File: src/rtl/calc_enc_sync_if.sv
// Opcode handshake between the button encoder and the calculator datapath.
interface calc_enc_sync_if;
    logic       op_ready;
    logic [3:0] alu_op;
    logic       op_valid;
    logic       op_drop;

    modport master (input op_ready, output alu_op, output op_valid, output op_drop);
    modport slave  (output op_ready, input alu_op, input op_valid, input op_drop);
endinterface

File: src/rtl/calc_enc_sync.sv
// Button synchroniser/debouncer and registered ALU-opcode encoder with a
// single-entry valid/ready output and a sticky overflow flag.
module calc_enc_sync_db #(
    parameter int SYNC_STAGES     = 2,
    parameter int DEBOUNCE_CYCLES = 16
) (
    input  logic clk,
    input  logic rst,
    input  logic raw_i,
    output logic stable_o
);
    localparam int CW = $clog2(DEBOUNCE_CYCLES + 1);
    localparam logic [CW-1:0] CNT_LAST = CW'(DEBOUNCE_CYCLES - 1);

    logic [SYNC_STAGES-1:0] sync_q;
    logic [CW-1:0]          cnt_q, cnt_d;
    logic                   stable_q, stable_d;
    logic                   sync_w;

    assign sync_w   = sync_q[SYNC_STAGES-1];
    assign stable_o = stable_q;

    // Counter only runs while the synchronised level disagrees; any agreeing
    // cycle restarts qualification from zero.
    always_comb begin
        cnt_d    = '0;
        stable_d = stable_q;
        if (sync_w != stable_q) begin
            if (cnt_q == CNT_LAST) stable_d = sync_w;
            else                   cnt_d    = cnt_q + 1'b1;
        end
    end

    always_ff @(posedge clk or posedge rst) begin
        if (rst) begin
            sync_q   <= '0;
            cnt_q    <= '0;
            stable_q <= 1'b0;
        end else begin
            sync_q   <= {sync_q[SYNC_STAGES-2:0], raw_i};
            cnt_q    <= cnt_d;
            stable_q <= stable_d;
        end
    end
endmodule

module calc_enc_sync #(
    parameter int SYNC_STAGES     = 2,
    parameter int DEBOUNCE_CYCLES = 16,
    parameter bit BTN_ACTIVE_HIGH = 1'b1
) (
    input  logic             clk,
    input  logic             rst,
    input  logic             btnl_i,
    input  logic             btnr_i,
    input  logic             btnd_i,
    input  logic             btnc_i,
    calc_enc_sync_if.master  op_if,
    output logic [3:0]       btn_db_o
);
    typedef enum logic {EMPTY = 1'b0, FULL = 1'b1} state_e;

    logic [3:0] raw_w, pol_w, db_w;
    logic       prev_c_q;
    logic       rise_w;
    state_e     state_q, state_d;
    logic [3:0] alu_op_q, alu_op_d;
    logic       drop_q, drop_d;

    assign raw_w = {btnl_i, btnr_i, btnd_i, btnc_i};
    assign pol_w = BTN_ACTIVE_HIGH ? raw_w : ~raw_w;

    for (genvar g = 0; g < 4; g++) begin : g_btn
        calc_enc_sync_db #(
            .SYNC_STAGES     (SYNC_STAGES),
            .DEBOUNCE_CYCLES (DEBOUNCE_CYCLES)
        ) u_db (
            .clk      (clk),
            .rst      (rst),
            .raw_i    (pol_w[g]),
            .stable_o (db_w[g])
        );
    end

    assign btn_db_o = db_w;
    assign rise_w   = db_w[0] & ~prev_c_q;

    function automatic logic [3:0] encode(input logic [2:0] lrd);
        case (lrd)
            3'b000:  encode = 4'b0000;
            3'b001:  encode = 4'b0101;
            3'b010:  encode = 4'b0100;
            3'b011:  encode = 4'b1100;
            3'b100:  encode = 4'b0010;
            3'b101:  encode = 4'b0111;
            3'b110:  encode = 4'b0110;
            default: encode = 4'b1111;
        endcase
    endfunction

    always_comb begin
        state_d  = state_q;
        alu_op_d = alu_op_q;
        drop_d   = drop_q;
        case (state_q)
            EMPTY: begin
                if (rise_w) begin
                    alu_op_d = encode(db_w[3:1]);
                    state_d  = FULL;
                end
            end
            FULL: begin
                // Accept and reload in the same cycle keeps the slot occupied.
                if (rise_w && op_if.op_ready) alu_op_d = encode(db_w[3:1]);
                else if (rise_w)              drop_d   = 1'b1;
                else if (op_if.op_ready)      state_d  = EMPTY;
            end
            default: state_d = EMPTY;
        endcase
    end

    always_ff @(posedge clk or posedge rst) begin
        if (rst) begin
            state_q  <= EMPTY;
            alu_op_q <= 4'b0000;
            drop_q   <= 1'b0;
            prev_c_q <= 1'b0;
        end else begin
            state_q  <= state_d;
            alu_op_q <= alu_op_d;
            drop_q   <= drop_d;
            prev_c_q <= db_w[0];
        end
    end

    assign op_if.alu_op   = alu_op_q;
    assign op_if.op_valid = (state_q == FULL);
    assign op_if.op_drop  = drop_q;
endmodule

File: src/flat_wrapper.sv
// flat-port wrapper written by rule: the top's interface ports become plain ports
module calc_enc_sync_flat 
#(
    parameter int SYNC_STAGES     = 2,
    parameter int DEBOUNCE_CYCLES = 16,
    parameter bit BTN_ACTIVE_HIGH = 1'b1
)
  (clk, rst, btnl_i, btnr_i, btnd_i, btnc_i, btn_db_o, op_if_op_ready, op_if_alu_op, op_if_op_valid, op_if_op_drop);
  calc_enc_sync_if op_if_i ();
  input  logic clk;
  input  logic rst;
  input  logic btnl_i;
  input  logic btnr_i;
  input  logic btnd_i;
  input  logic btnc_i;
  output logic [3:0] btn_db_o;
  input wire logic [$bits(op_if_i.op_ready)-1:0] op_if_op_ready;
  output wire logic [$bits(op_if_i.alu_op)-1:0] op_if_alu_op;
  output wire logic [$bits(op_if_i.op_valid)-1:0] op_if_op_valid;
  output wire logic [$bits(op_if_i.op_drop)-1:0] op_if_op_drop;
  assign op_if_i.op_ready = op_if_op_ready;
  assign op_if_alu_op = op_if_i.alu_op;
  assign op_if_op_valid = op_if_i.op_valid;
  assign op_if_op_drop = op_if_i.op_drop;
  calc_enc_sync #(.SYNC_STAGES(SYNC_STAGES), .DEBOUNCE_CYCLES(DEBOUNCE_CYCLES), .BTN_ACTIVE_HIGH(BTN_ACTIVE_HIGH)) u_core (.clk(clk), .rst(rst), .btnl_i(btnl_i), .btnr_i(btnr_i), .btnd_i(btnd_i), .btnc_i(btnc_i), .op_if(op_if_i), .btn_db_o(btn_db_o));
endmodule
File: config.mk
export PLATFORM = sky130hd
export DESIGN_NAME = calc_enc_sync_flat
export DESIGN_NICKNAME = d
export VERILOG_FILES = /design/src/rtl/calc_enc_sync_if.sv /design/src/rtl/calc_enc_sync.sv /design/src/flat_wrapper.sv
export SDC_FILE = /design/constraint.sdc
export NUM_CORES = 1
export LEC_CHECK = 0
export BUFFER_PORTS_ARGS = -buffer_cell sky130_fd_sc_hd__buf_2
export CELL_PAD_IN_SITES_DETAIL_PLACEMENT = 0
export CELL_PAD_IN_SITES_GLOBAL_PLACEMENT = 1
export CORE_UTILIZATION = 49
export CTS_BUF_LIST = sky130_fd_sc_hd__clkbuf_4 sky130_fd_sc_hd__clkbuf_8 sky130_fd_sc_hd__clkbuf_16
export CTS_CLUSTER_DIAMETER = 40
export DETAILED_ROUTE_END_ITERATION = 6
export PLACE_DENSITY_LB_ADDON = 0.08
export SLEW_MARGIN = 0
export SYNTH_ARGS = -nofsm -noshare
export SYNTH_HDL_FRONTEND = slang
export SYNTH_SLANG_ARGS = --single-unit
File: constraint.sdc
create_clock -name clk -period 2.9 [get_ports clk]
set_input_delay 0.58 -clock clk [delete_from_list [all_inputs] [get_ports clk]]
set_output_delay 0.58 -clock clk [all_outputs]
set_load 0.02 [all_outputs]
==> qor.json <==
{
  "cts_inserted_buffers": 5,
  "drt_wl_total_mm": 1.92,
  "detailedRoute.firstIterationViolations": 26,
  "pwr_density_cell_nw_per_um2": 526,
  "part_of_the_total_power_dissipated_in_the_clock_network_pct": 28.3,
  "slew_viol_final": 0,
  "cts-hold-fix-buffers": 0,
  "detailedRoute.firstPassIterationCount": 6,
  "power_switching_uw": 189,
  "worstPathMaxFanout": 6,
  "timing.setup.tns_ps": 0,
  "worstPathBufferInverterCount": 1,
  "worst_path_cell_trace": "buf_2",
  "regArea_um2": 976,
  "tritoncts": "yes",
  "floorplan.initialDensity_pct": 53.1,
  "maxSlewHeadroom_pct": 69.5,
  "worstSetupPathType": "reg2out",
  "crit_path_depth": 1,
  "postCtsResizedCells": 0,
  "layout-drive-gt1-share_pct": 19.4,
  "static_power_due_to_leakage_uw": 0.000866,
  "finish.net_count": 151,
  "chipHeight_um": 57.6,
  "area_delta_synth_final_pct": 8.84,
  "synth.largest_area_cell": "sky130_fd_sc_hd__dfrtp_1",
  "timing.critical_path.slowest_stage_cell": "sky130_fd_sc_hd__dfrtp_1",
  "layout.filler_cells": 251,
  "clock_latency_ps": 320,
  "synth.avg_cell_area_um2": 12.5,
  "wl_cell_um": 11.3,
  "fin_crit_sh_pct": 53.0,
  "layout.cells.most_common_list": "sky130_fd_sc_hd__dfrtp_1 (39), sky130_fd_sc_hd__buf_2 (16), sky130_fd_sc_hd__nor2_1 (15)",
  "synthesis_stage_register_bit_count": 39,
  "post_cts.repair.setup_buffers": 0,
  "power.total_uw": 867,
  "synth_compound_gate_area_share_pct": 4.95,
  "timing.critical_path.from_type": "flip-flop",
  "classification_of_the_worst_slack_hold_path": "in2async",
  "syn-instance-count": 121,
  "irDropWorstVdd_mv": 0.360,
  "grtUsageTotal_pct": 14.1,
  "timing.clock.skew_ps": 5.04,
  "cp_top_family": "flip-flops",
  "rsz0062_at_grt": "no",
  "multiInputGateArea_um2": 479,
  "rows": 19,
  "vias": 860,
  "cts_root_buf": "sky130_fd_sc_hd__clkbuf_4",
  "yosysUniqueCellTypes": 19,
  "antenna_left": 0,
  "vias_per_cell": 5.06,
  "arrival_ps": 960,
  "synth_simple_gate_area_share_pct": 12.5,
  "yosys-top-cells-area": "sky130_fd_sc_hd__dfrtp_1 (64%), sky130_fd_sc_hd__xor2_1 (6.9%), sky130_fd_sc_hd__nor2_1 (3.7%)",
  "cts.sink_count": 39,
  "antenna_cells_inserted": 0,
  "maximum_number_of_pins_on_one_net_before_global_route_repair": 40,
  "crit-reg2reg-capture": "u_core.g_btn[1].u_db.stable_o",
  "first_global_vias": 827,
  "finalWeightedCongestion": 0.693,
  "place.detailed.hpwl_mm": 1.34,
  "antenna_found_initial": 0,
  "cp.required_ps": 2320,
  "status": "finished with violations",
  "violated_checks": "design-rule violations",
  "die_area_um2": 3320,
  "max-cap-violations": 0,
  "p_int_uw": 678,
  "synth_top_family_by_area": "simple AND/OR/NAND/NOR gates",
  "switching_share_pct": 21.8,
  "post-route-min-period_ps": 1540,
  "report.final.setup_viol": 0,
  "critical_path.reg2reg.startpoint": "u_core.g_btn[1].u_db.cnt_q[0]",
  "grt.overflow.total": 0,
  "number_of_h_tree_levels": 2,
  "timing.critical_path.to_type": "output port",
  "final_common_cell": "sky130_fd_sc_hd__dfrtp_1",
  "timing.fmax_ghz": 0.651,
  "timing_worst_slew_pin_value_ps": 457,
  "timing.final.hold_violations": 0,
  "synth-adder-area-share_pct": 3.30,
  "drt_drc_violations_left": 1,
  "grt_pass1_wl_mm": 3.44,
  "sequentialPowerShare_pct": 66.5,
  "postSynthNetCount": 132,
  "path_clk_slew_ps": 100,
  "design.core.area_um2": 2850,
  "syn-cell-area_um2": 1520,
  "p_comb_share_pct": 5.2,
  "cts_buffer_depth": 2,
  "synth_largest_type_area_fraction_pct": 64.4,
  "ff2ff_setup_slack_ps": 1630,
  "synth-warning-count": 0,
  "io_pins": 17,
  "r2r.worst_path.cells": 4,
  "numPortBuffers": 16,
  "synth.mux.area_fraction_pct": 3.96,
  "synth_xor_xnor_area_share_pct": 6.94,
  "fp.dieW_um": 57.6,
  "timing.critical_path.slowest_cell_delay_ps": 430,
  "share_of_the_yosys_chip_area_belonging_to_registers_pct": 64.4
}
through the flow:
stage	instances	util [%]	setup slack, ps	cell area, um^2	hold WS (ps)
floorplan	121	-	1430	1520	331
global placement	164	56.2	1540	1600	335
detailed placement	164	56.2	1530	1600	342
CTS	170	57.8	1330	1650	338
global route	170	57.8	1290	1650	324
finish	170	57.8	1360	1650	348
Yosys cell counts:
| master | n |
|---|---|
| sky130_fd_sc_hd__nor2_1 | 15 |
| sky130_fd_sc_hd__nand2_1 | 1 |
| sky130_fd_sc_hd__nand2b_1 | 1 |
| sky130_fd_sc_hd__mux2_1 | 3 |
| sky130_fd_sc_hd__ha_1 | 4 |
| sky130_fd_sc_hd__mux2_4 | 1 |
| sky130_fd_sc_hd__mux2_2 | 1 |
| sky130_fd_sc_hd__inv_1 | 6 |
| sky130_fd_sc_hd__o21ai_1 | 4 |
| sky130_fd_sc_hd__nor2b_4 | 1 |
| sky130_fd_sc_hd__xor2_1 | 12 |
| sky130_fd_sc_hd__nor2_2 | 1 |
| sky130_fd_sc_hd__buf_4 | 5 |
| sky130_fd_sc_hd__and2_1 | 6 |
| sky130_fd_sc_hd__o31ai_1 | 4 |
| sky130_fd_sc_hd__dfrtp_1 | 39 |
| sky130_fd_sc_hd__nand3_1 | 8 |
| sky130_fd_sc_hd__o21ai_0 | 5 |
| sky130_fd_sc_hd__and3_1 | 4 |
registers in the layout, summed over array words and instances, names as in the netlist:
name,cells
u_core.op_if.op_valid,1
u_core.g_btn.u_db.stable_o,4
u_core.op_if.alu_op,4
u_core.g_btn.u_db.cnt_q,20
u_core.g_btn.u_db.sync_q,8
u_core.op_if.op_drop,1
u_core.prev_c_q,1
routing by layer:
| metal | global-route usage [%] | share of wire (%) |
|---|---|---|
| met1 | 18.9 | 48 |
| met2 | 19.1 | 44 |
| met3 | 5.80 | 5.7 |
| met4 | 8.36 | 2.1 |
| met5 | 0 | 0 |
how the worst max path moves through the flow:
stage                                       start                       endpoint  slack, ps
floorplan                                     rst  u_core.g_btn[0].u_db.cnt_q[0]       1430
global placement                   op_if_op_ready         u_core.op_if.alu_op[1]       1540
detailed placement                 op_if_op_ready         u_core.op_if.alu_op[1]       1530
CTS                 u_core.g_btn[2].u_db.stable_o                    btn_db_o[2]       1330
global route        u_core.g_btn[2].u_db.stable_o                    btn_db_o[2]       1290
finish              u_core.g_btn[2].u_db.stable_o                    btn_db_o[2]       1360
logic make-up after synthesis:
family | Yosys count
DFF | 39
and+or+nand+nor | 37
AOI/OAI and AO/OA | 13
muxes | 5
buffers and inverters | 11
xor gates and xnor gates | 12
adders and majority gates | 4
power by group through the flow:
stage	clock [uW]	combinational [uW]	sequential (uW)
3_3_place_gp	0	45.9	587
6_report	245	45.3	577
2_1_floorplan	0	32.2	586
5_1_grt	280	55.0	580
4_1_cts	260	47.0	577
3_5_place_dp	0	47.0	588
area by class of cell:
cell class	count	share of cell area, %
repair buffers	17	5.31
flip-flops and latches	39	59.2
clock buffers	6	2.73
multi-input cells	71	29.1
well taps	31	2.35
inverters	6	1.37
Power figures use the tool's default switching activity.
